===== config.mk =====
export PLATFORM = sky130hd
export DESIGN_NAME = instruction_fetch_unit
export DESIGN_NICKNAME = d
export VERILOG_FILES = /design/src/rtl/instruction_fetch_unit.sv
export SDC_FILE = /design/constraint.sdc
export NUM_CORES = 1
export LEC_CHECK = 0
export ABC_CLOCK_PERIOD_IN_PS = 4600
export BUFFER_PORTS_ARGS = -buffer_cell sky130_fd_sc_hd__buf_2
export CAP_MARGIN = 20
export CORE_MARGIN = 10
export CORE_UTILIZATION = 53
export DETAILED_ROUTE_END_ITERATION = 8
export PLACE_DENSITY = 0.81
export SLEW_MARGIN = 30
export SYNTH_ARGS = -nofsm -noshare
export SYNTH_HDL_FRONTEND = slang
export SYNTH_SLANG_ARGS = --single-unit

===== constraint.sdc =====
create_clock -name clk -period 4.6 [get_ports clk]
set_input_delay 0.23 -clock clk [delete_from_list [all_inputs] [get_ports clk]]
set_output_delay 0.23 -clock clk [all_outputs]
set_load 0.03 [all_outputs]

===== src/rtl/instruction_fetch_unit.sv =====
// Fetch-stage controller: sequences one instruction-memory request at a time,
// steers the PC register's next-PC input, and owns the IF/ID pipeline register
// with its stall, flush and redirect behaviour.
module instruction_fetch_unit #(
    parameter int N = 32
) (
    input  logic         clk,
    input  logic         reset,
    input  logic [N-1:0] pc_value,
    output logic [N-1:0] new_pc,
    input  logic         branch_taken,
    input  logic [N-1:0] branch_target,
    input  logic         stall,
    output logic         imem_req,
    output logic [N-1:0] imem_addr,
    input  logic         imem_ready,
    input  logic         imem_rvalid,
    input  logic [N-1:0] imem_rdata,
    output logic [N-1:0] ifid_instr,
    output logic [N-1:0] ifid_pc_plus4,
    output logic         ifid_valid
);

    typedef enum logic [1:0] {
        S_IDLE = 2'd0,
        S_REQ  = 2'd1,
        S_WAIT = 2'd2,
        S_HOLD = 2'd3
    } state_t;

    state_t       state_q;
    logic         squash_q;
    logic [N-1:0] fetch_addr_q;
    logic         imem_req_q;
    logic [N-1:0] hold_q;
    logic [N-1:0] ifid_instr_q;
    logic [N-1:0] ifid_pc_plus4_q;
    logic         ifid_valid_q;

    logic [N-1:0] fetch_addr_plus4;
    logic         load_from_mem;
    logic         load_from_hold;
    logic         ifid_load;

    // Address increment wraps modulo 2^N; the PC register applies any masking.
    function automatic logic [N-1:0] addr_inc4(input logic [N-1:0] a);
        return a + N'(4);
    endfunction

    assign fetch_addr_plus4 = addr_inc4(fetch_addr_q);

    // Decode the cycles that write a fresh instruction into IF/ID; a redirect
    // or a squashed response always wins over a load.
    always_comb begin
        load_from_mem  = 1'b0;
        load_from_hold = 1'b0;
        if (!branch_taken && !stall) begin
            load_from_mem  = (state_q == S_WAIT) && imem_rvalid && !squash_q;
            load_from_hold = (state_q == S_HOLD);
        end
        ifid_load = load_from_mem || load_from_hold;
    end

    // The PC register has no enable, so the current PC is fed back to hold it.
    assign new_pc = !reset       ? '0 :
                    branch_taken ? branch_target :
                    ifid_load    ? fetch_addr_plus4 :
                                   pc_value;

    assign imem_req      = imem_req_q;
    assign imem_addr     = fetch_addr_q;
    assign ifid_instr    = ifid_instr_q;
    assign ifid_pc_plus4 = ifid_pc_plus4_q;
    assign ifid_valid    = ifid_valid_q;

    // Fetch FSM, request outputs, hold buffer and IF/ID register.
    always_ff @(posedge clk or negedge reset) begin
        if (!reset) begin
            state_q         <= S_IDLE;
            squash_q        <= 1'b0;
            fetch_addr_q    <= '0;
            imem_req_q      <= 1'b0;
            hold_q          <= '0;
            ifid_instr_q    <= '0;
            ifid_pc_plus4_q <= '0;
            ifid_valid_q    <= 1'b0;
        end else begin
            // Flush keeps pc_plus4 so only instr/valid turn into a bubble.
            if (branch_taken) begin
                ifid_instr_q <= '0;
                ifid_valid_q <= 1'b0;
            end else if (load_from_mem) begin
                ifid_instr_q    <= imem_rdata;
                ifid_pc_plus4_q <= fetch_addr_plus4;
                ifid_valid_q    <= 1'b1;
            end else if (load_from_hold) begin
                ifid_instr_q    <= hold_q;
                ifid_pc_plus4_q <= fetch_addr_plus4;
                ifid_valid_q    <= 1'b1;
            end

            case (state_q)
                S_IDLE: begin
                    fetch_addr_q <= branch_taken ? branch_target : pc_value;
                    state_q      <= S_REQ;
                    imem_req_q   <= 1'b1;
                end
                S_REQ: begin
                    // The request cannot be withdrawn; mark its data for dropping.
                    if (branch_taken) squash_q <= 1'b1;
                    if (imem_ready) begin
                        state_q    <= S_WAIT;
                        imem_req_q <= 1'b0;
                    end
                end
                S_WAIT: begin
                    if (imem_rvalid) begin
                        if (branch_taken) begin
                            fetch_addr_q <= branch_target;
                            squash_q     <= 1'b0;
                            state_q      <= S_REQ;
                            imem_req_q   <= 1'b1;
                        end else if (squash_q) begin
                            // PC register already holds the redirect target.
                            fetch_addr_q <= pc_value;
                            squash_q     <= 1'b0;
                            state_q      <= S_REQ;
                            imem_req_q   <= 1'b1;
                        end else if (!stall) begin
                            fetch_addr_q <= fetch_addr_plus4;
                            state_q      <= S_REQ;
                            imem_req_q   <= 1'b1;
                        end else begin
                            hold_q  <= imem_rdata;
                            state_q <= S_HOLD;
                        end
                    end else if (branch_taken) begin
                        squash_q <= 1'b1;
                    end
                end
                S_HOLD: begin
                    if (branch_taken) begin
                        hold_q       <= '0;
                        fetch_addr_q <= branch_target;
                        state_q      <= S_REQ;
                        imem_req_q   <= 1'b1;
                    end else if (!stall) begin
                        fetch_addr_q <= fetch_addr_plus4;
                        state_q      <= S_REQ;
                        imem_req_q   <= 1'b1;
                    end
                end
                default: begin
                    state_q    <= S_IDLE;
                    imem_req_q <= 1'b0;
                end
            endcase
        end
    end

endmodule

; ---- Word-level counts from Yosys, hierarchy flattened
; Cells that the tools add are included.
[op_classes]
addsub = 1
n_eq_ne = 10
muxes = 44
n_bitwise = 1
n_reduce_logical = 18
[op_table]
columns = operator, count
row1 = two-way mux 32 bit, 19
row2 = case mux 32 bit (3 select lines), 1
row3 = case mux 32 bit (2 select lines), 1
row4 = adder 32 x 3 -> 32 bit (second input constant), 1
row5 = two-way mux 2 bit, 7
row6 = two-way mux 1 bit, 13
row7 = inequality test 2 bit (second input constant), 6
row8 = case mux 2 bit (4 select lines), 1
row9 = AND reduction 2 bit, 3
row10 = AND reduction 6 bit, 1
row11 = nonzero test 2 bit, 3
row12 = nonzero test 3 bit, 2
row13 = equality test 2 bit (second input constant), 2
row14 = case mux 1 bit (4 select lines), 1
row15 = logical AND 1 bit, 3
row16 = zero test 1 bit, 3
row17 = inequality test 3 bit (second input constant), 1
row18 = AND reduction 3 bit, 1
row19 = equality test 2 x 1 -> 1 bit (second input constant), 1
row20 = zero test 2 bit, 1
row21 = case mux 1 bit (2 select lines), 1
row22 = logical OR 1 bit, 1
row23 = NOT 1 bit, 1
[word_totals]
regBits = 133
input_bits = 102
word_cells = 82

; ---- Longest topological paths before layout
[logic_depth]
depth_word = 8
mapped_depth = 11

; ---- Worst setup path before layout
; Ideal clock, no wire load.
[synth_path]
kind = flip-flop to output port
start = reg fetch_addr_q[13], in the netlist imem_addr[13]
end = out new_pc[21]
t_arrival_ps = 3402
setup_slack_ps = 968
path_stages_with_launch = 8
path_buffers = 2
path_cell_list = dfrtp_1 -> buf_2 -> nand4_2 -> or4_4 -> buf_6 -> nor2_1 -> xnor2_1 -> a2111oi_0
[synth_via]
elab_chain_len = 4
[synth_rtl]
columns = item, line
row1 = from (decl), 33  ; logic [N-1:0] fetch_addr_q;
row2 = from (signal assigned), 104  ; fetch_addr_q <= branch_taken ? branch_target : pc_value;
row3 = from (signal assigned), 119  ; fetch_addr_q <= branch_target;
row4 = from (signal assigned), 125  ; fetch_addr_q <= pc_value;
row5 = adder 32 x 3 -> 32 bit, 47  ; return a + N'(4);
row6 = two-way mux 32 bit, 67  ; ifid_load ? fetch_addr_plus4 :
row7 = two-way mux 32 bit, 66  ; branch_taken ? branch_target :
row8 = two-way mux 32 bit, 65  ; assign new_pc = !reset ? '0 :
row9 = to (decl), 10  ; output logic [N-1:0] new_pc,
; Every way passes these cells.

; ---- Worst setup path after layout
[layout_path]
start = reg fetch_addr_q[2], in the netlist imem_addr[2]
end = out new_pc[28]
; Same word-level chain as after synthesis.

==> metrics.md <==
| Metric | Value |
|---|---|
| Hold-critical path depth | `3` |
| Initial drt markers | `between 1,000 and 1,500` |
| Height of the chip | `around 150 um` |
| PostCTS Resize Cnt | `0` |
| Mux cell area share after synthesis | `around 5.6%` |
| GRT Overall Usage | `about a quarter` |
| Pwr Density | `about 660 mW/mm^2` |
| Post-CTS Repair Setup Buffers | `0` |
| Commonest non-fill, non-tap cell in the layout | `buf_2` |
| Part of the Yosys area used for sequential elements | `approximately two fifths` |
| Status | `finished clean` |
| Max-cap violations | `0` |
| Initial antenna violation count | `6` |
| CTS buffer count | `17` |
| CTS clock-pin slew for the worst setup and hold paths | `0.06 ns` |
| CP Class | `reg -> out` |
| Clk_lat worst skew | `0.43 ns` |
| Row count | `45` |
| Ys Warns | `0` |
| Inst Count DP | `about 1,300` |
| Asr flop ratio synth | `between 90% and 100%` |
| Final min period | `roughly 3.7 ns` |
| Post-synth design cell area | `between 0.008 and 0.009 sq mm` |
| Drt total wl | `a little under 30,000 um` |
| First-pass DRT Iterations | `6` |
| DIE AREA | `0.02107 sq mm` |
| Final clock skew | `between 0.007 and 0.008 ns` |
| Compound-Gate Fraction of Synth Area | `roughly 23%` |
| Global-route wire length before repair | `46,550 um` |
| Peak VDD IR | `slightly above 0.3 mV` |
| Mapped Nets | `between 1,000 and 1,500` |
| Adder-Cell Fraction of Synth Area | `0.6028%` |
| FF-to-FF End | `imem_addr[28]` |
| Largest net degree at the start of global routing | `74` |
| Fill cells | `around 1,300` |
| Vias in the first global route | `~8,600` |
| Routed via count | `around 8,700` |
| Actual transition at the worst max-transition pin | `approximately 0.99 ns` |
| Fmax | `~270 MHz` |
| Layout cells sized above 1 | `between 20% and 30%` |
| Synth Register Bits | `133` |
| Antenna viol nets, final | `0` |
| Hold Startpoint | `imem_rdata[9]` |
| Input/output buffers | `roughly 230` |
| Hold EP | `hold_q[9]` |
| Fin crit share | `80.73%` |
| IO Count | `232` |
| CP arrival | `3.48 ns` |
| Setup TNS | `0 ns` |
| Unrepaired setup endpoints after global routing | `no` |
| Post-route DRC violation count | `0` |
| Slew headroom | `~34%` |
| Hold Crit Class | `in -> reg` |
| Largest family of logic cells by synthesized area | `compound AO/OA/AOI/OAI gates` |
| Sink Count | `roughly 130` |
| Root Driver | `clkbuf_16` |
| Worst Path Max Fanout | `15` |
| Slew Limit Fails | `0` |
| Number of synthesized flops with an enable pin | `0` |
| CP Capture Type | `output port` |
| Synth Area in XOR/XNOR | `under 10%` |
| FF-to-FF setup slack | `1.54 ns` |
| Mean post-synth cell area | `between 8 and 9 sq um` |
| Initial Util | `between 50% and 60%` |
| Gpl congestion | `about 0.96` |
| Die Wd | `about 150 um` |
| Multi-input gate area | `around 0.0045 sq mm` |
| Final setup fails | `0` |
| Worst R2R Path Depth | `6` |
| Cell Count, Final, Fillers Out | `roughly 1,400` |
| Sequential cell area | `0.003328 sq mm` |
| Area grow syn2layout | `21.41%` |
| Total congestion overflow | `0` |
| Wire length per cell | `21.25 um` |
| Reg2reg start | `imem_addr[2]` |
| Most frequent cells in the layout | `buf_2 (230), dfrtp_1 (133), nand2_1 (128), nand3_1 (81), o21ai_0 (73)` |
| Syn Inst Count | `just under 1,000` |
| Yosys cell types | `68` |
| CTS tree | `yes` |
| # nets final | `about 1,300` |
| Bufs on Longest Clock Path | `2` |
| Leak | `slightly below 5 nW` |
| Synth Area in Simple Gates | `22.24%` |
| Hold WS | `about 0.040 ns` |
| Crit path launch | `imem_addr[2]` |
| Req. time, crit path | `about 4.4 ns` |
| Post-detail-place hpwl | `approximately 20,000 um` |
| Post-DR vias/cell | `approximately 6.3` |
| Synth Flop Type | `dfrtp_1` |
| Hold violation count in the final report | `0` |
| # H-tree levels | `4` |
| Worst Setup Start Kind | `flop` |
| Core Area | `around 0.015 sq mm` |
==> registers in the layout, summed over array words and instances, names as in the netlist <==
name           cells
imem_addr         32
imem_req           1
state_q            2
ifid_valid         1
ifid_instr        32
squash_q           1
hold_q            32
ifid_pc_plus4     32
==> power by group <==
group / internal [mW] / leakage (nW) / total (mW) / switching, mW
clock: 0.824 / 0.275 / 1.36 / 0.538
sequential: 1.63 / 1.65 / 2.15 / 0.524
combinational: 1.02 / 2.90 / 3.17 / 2.15
total: 3.47 / 4.83 / 6.69 / 3.21
==> stage by stage <==
| step | instance area [sq um] | util (%) | power, mW | worst slack (ns) |
|---|---|---|---|---|
| floorplan | 8303 | - | 4.328 | 0.9678 |
| global placement | 9477 | 62.11 | 5.200 | 1.584 |
| detailed placement | 9478 | 62.12 | 5.275 | 1.463 |
| CTS | 10070 | 66.00 | 6.650 | 0.9976 |
| global route | 10080 | 66.05 | 7.065 | 0.8254 |
| finish | 10080 | 66.07 | 6.686 | 0.8864 |
==> final cells by class <==
type,count,share of cell area [%]
inverter,21,0.7819
antenna,4,0.09929
clock buffer,20,4.530
tap,211,2.619
sequential,133,33.01
clock inverter,11,1.254
multi-input combinational,736,44.98
timing repair buffer,245,12.72
==> critical path, stage by stage, from the launching register on <==
cell and delay (ns):
dfrtp_1 0.49, ha_1 0.25, nand3_1 0.39, nor4_1 0.97
nand4_1 0.37, xnor2_1 0.24, a21oi_1 0.14, buf_2 0.21
==> worst max path at each step <==
stage               cells past startpoint    endpoint  slack, ns
floorplan                               7  new_pc[21]       0.97
global placement                        7  new_pc[28]       1.58
detailed placement                      7  new_pc[28]       1.46
CTS                                     7  new_pc[28]        1.0
global route                            7  new_pc[28]       0.83
finish                                  7  new_pc[28]       0.89
==> cells in the mapped netlist (10+ instances only) <==
cell type,instances,area (sq um)
a21oi_1,58,290.3
a221o_1,10,100.1
a221oi_1,14,122.6
buf_1,13,48.80
clkbuf_1,65,244.0
dfrtp_1,133,3328
inv_1,21,78.83
mux2i_1,40,400.4
nand2_1,128,480.5
nand2b_1,22,137.6
nand3_1,82,410.4
nand4_1,14,87.58
nor2_1,65,244.0
nor3_1,16,80.08
nor4_1,14,87.58
o211ai_1,20,150.1
o21a_1,13,97.59
o21ai_0,74,370.4
xnor2_1,21,183.9
==> metal layers <==
metal / routed length [um] / global-route usage [%] / part of all wire, %
met1: 11090 / 32.28 / 38
met2: 13480 / 41.34 / 46
met3: 3709 / 10.68 / 13
met4: 1058 / 10.36 / 3.6
met5: 12 / 0 / 0.041
==> cells by family after synthesis <==
| logic type | Yosys count |
|---|---|
| XOR/XNOR | 29 |
| buffers and inverters | 114 |
| multiplexers | 46 |
| adder cells (fa/ha/maj) | 4 |
| AND/OR/NAND/NOR | 380 |
| AO/OA/AOI/OAI | 277 |
| flip-flops | 133 |
==> timing repair <==
| item | 4_1_cts | 5_1_grt |
|---|---|---|
| hold endpoints to repair | 36 | 0 |
| endpoints found under the setup margin | 0 | 0 |
| hold buffers | 1 | 0 |
Note: power is estimated with default switching activity, not from simulation.
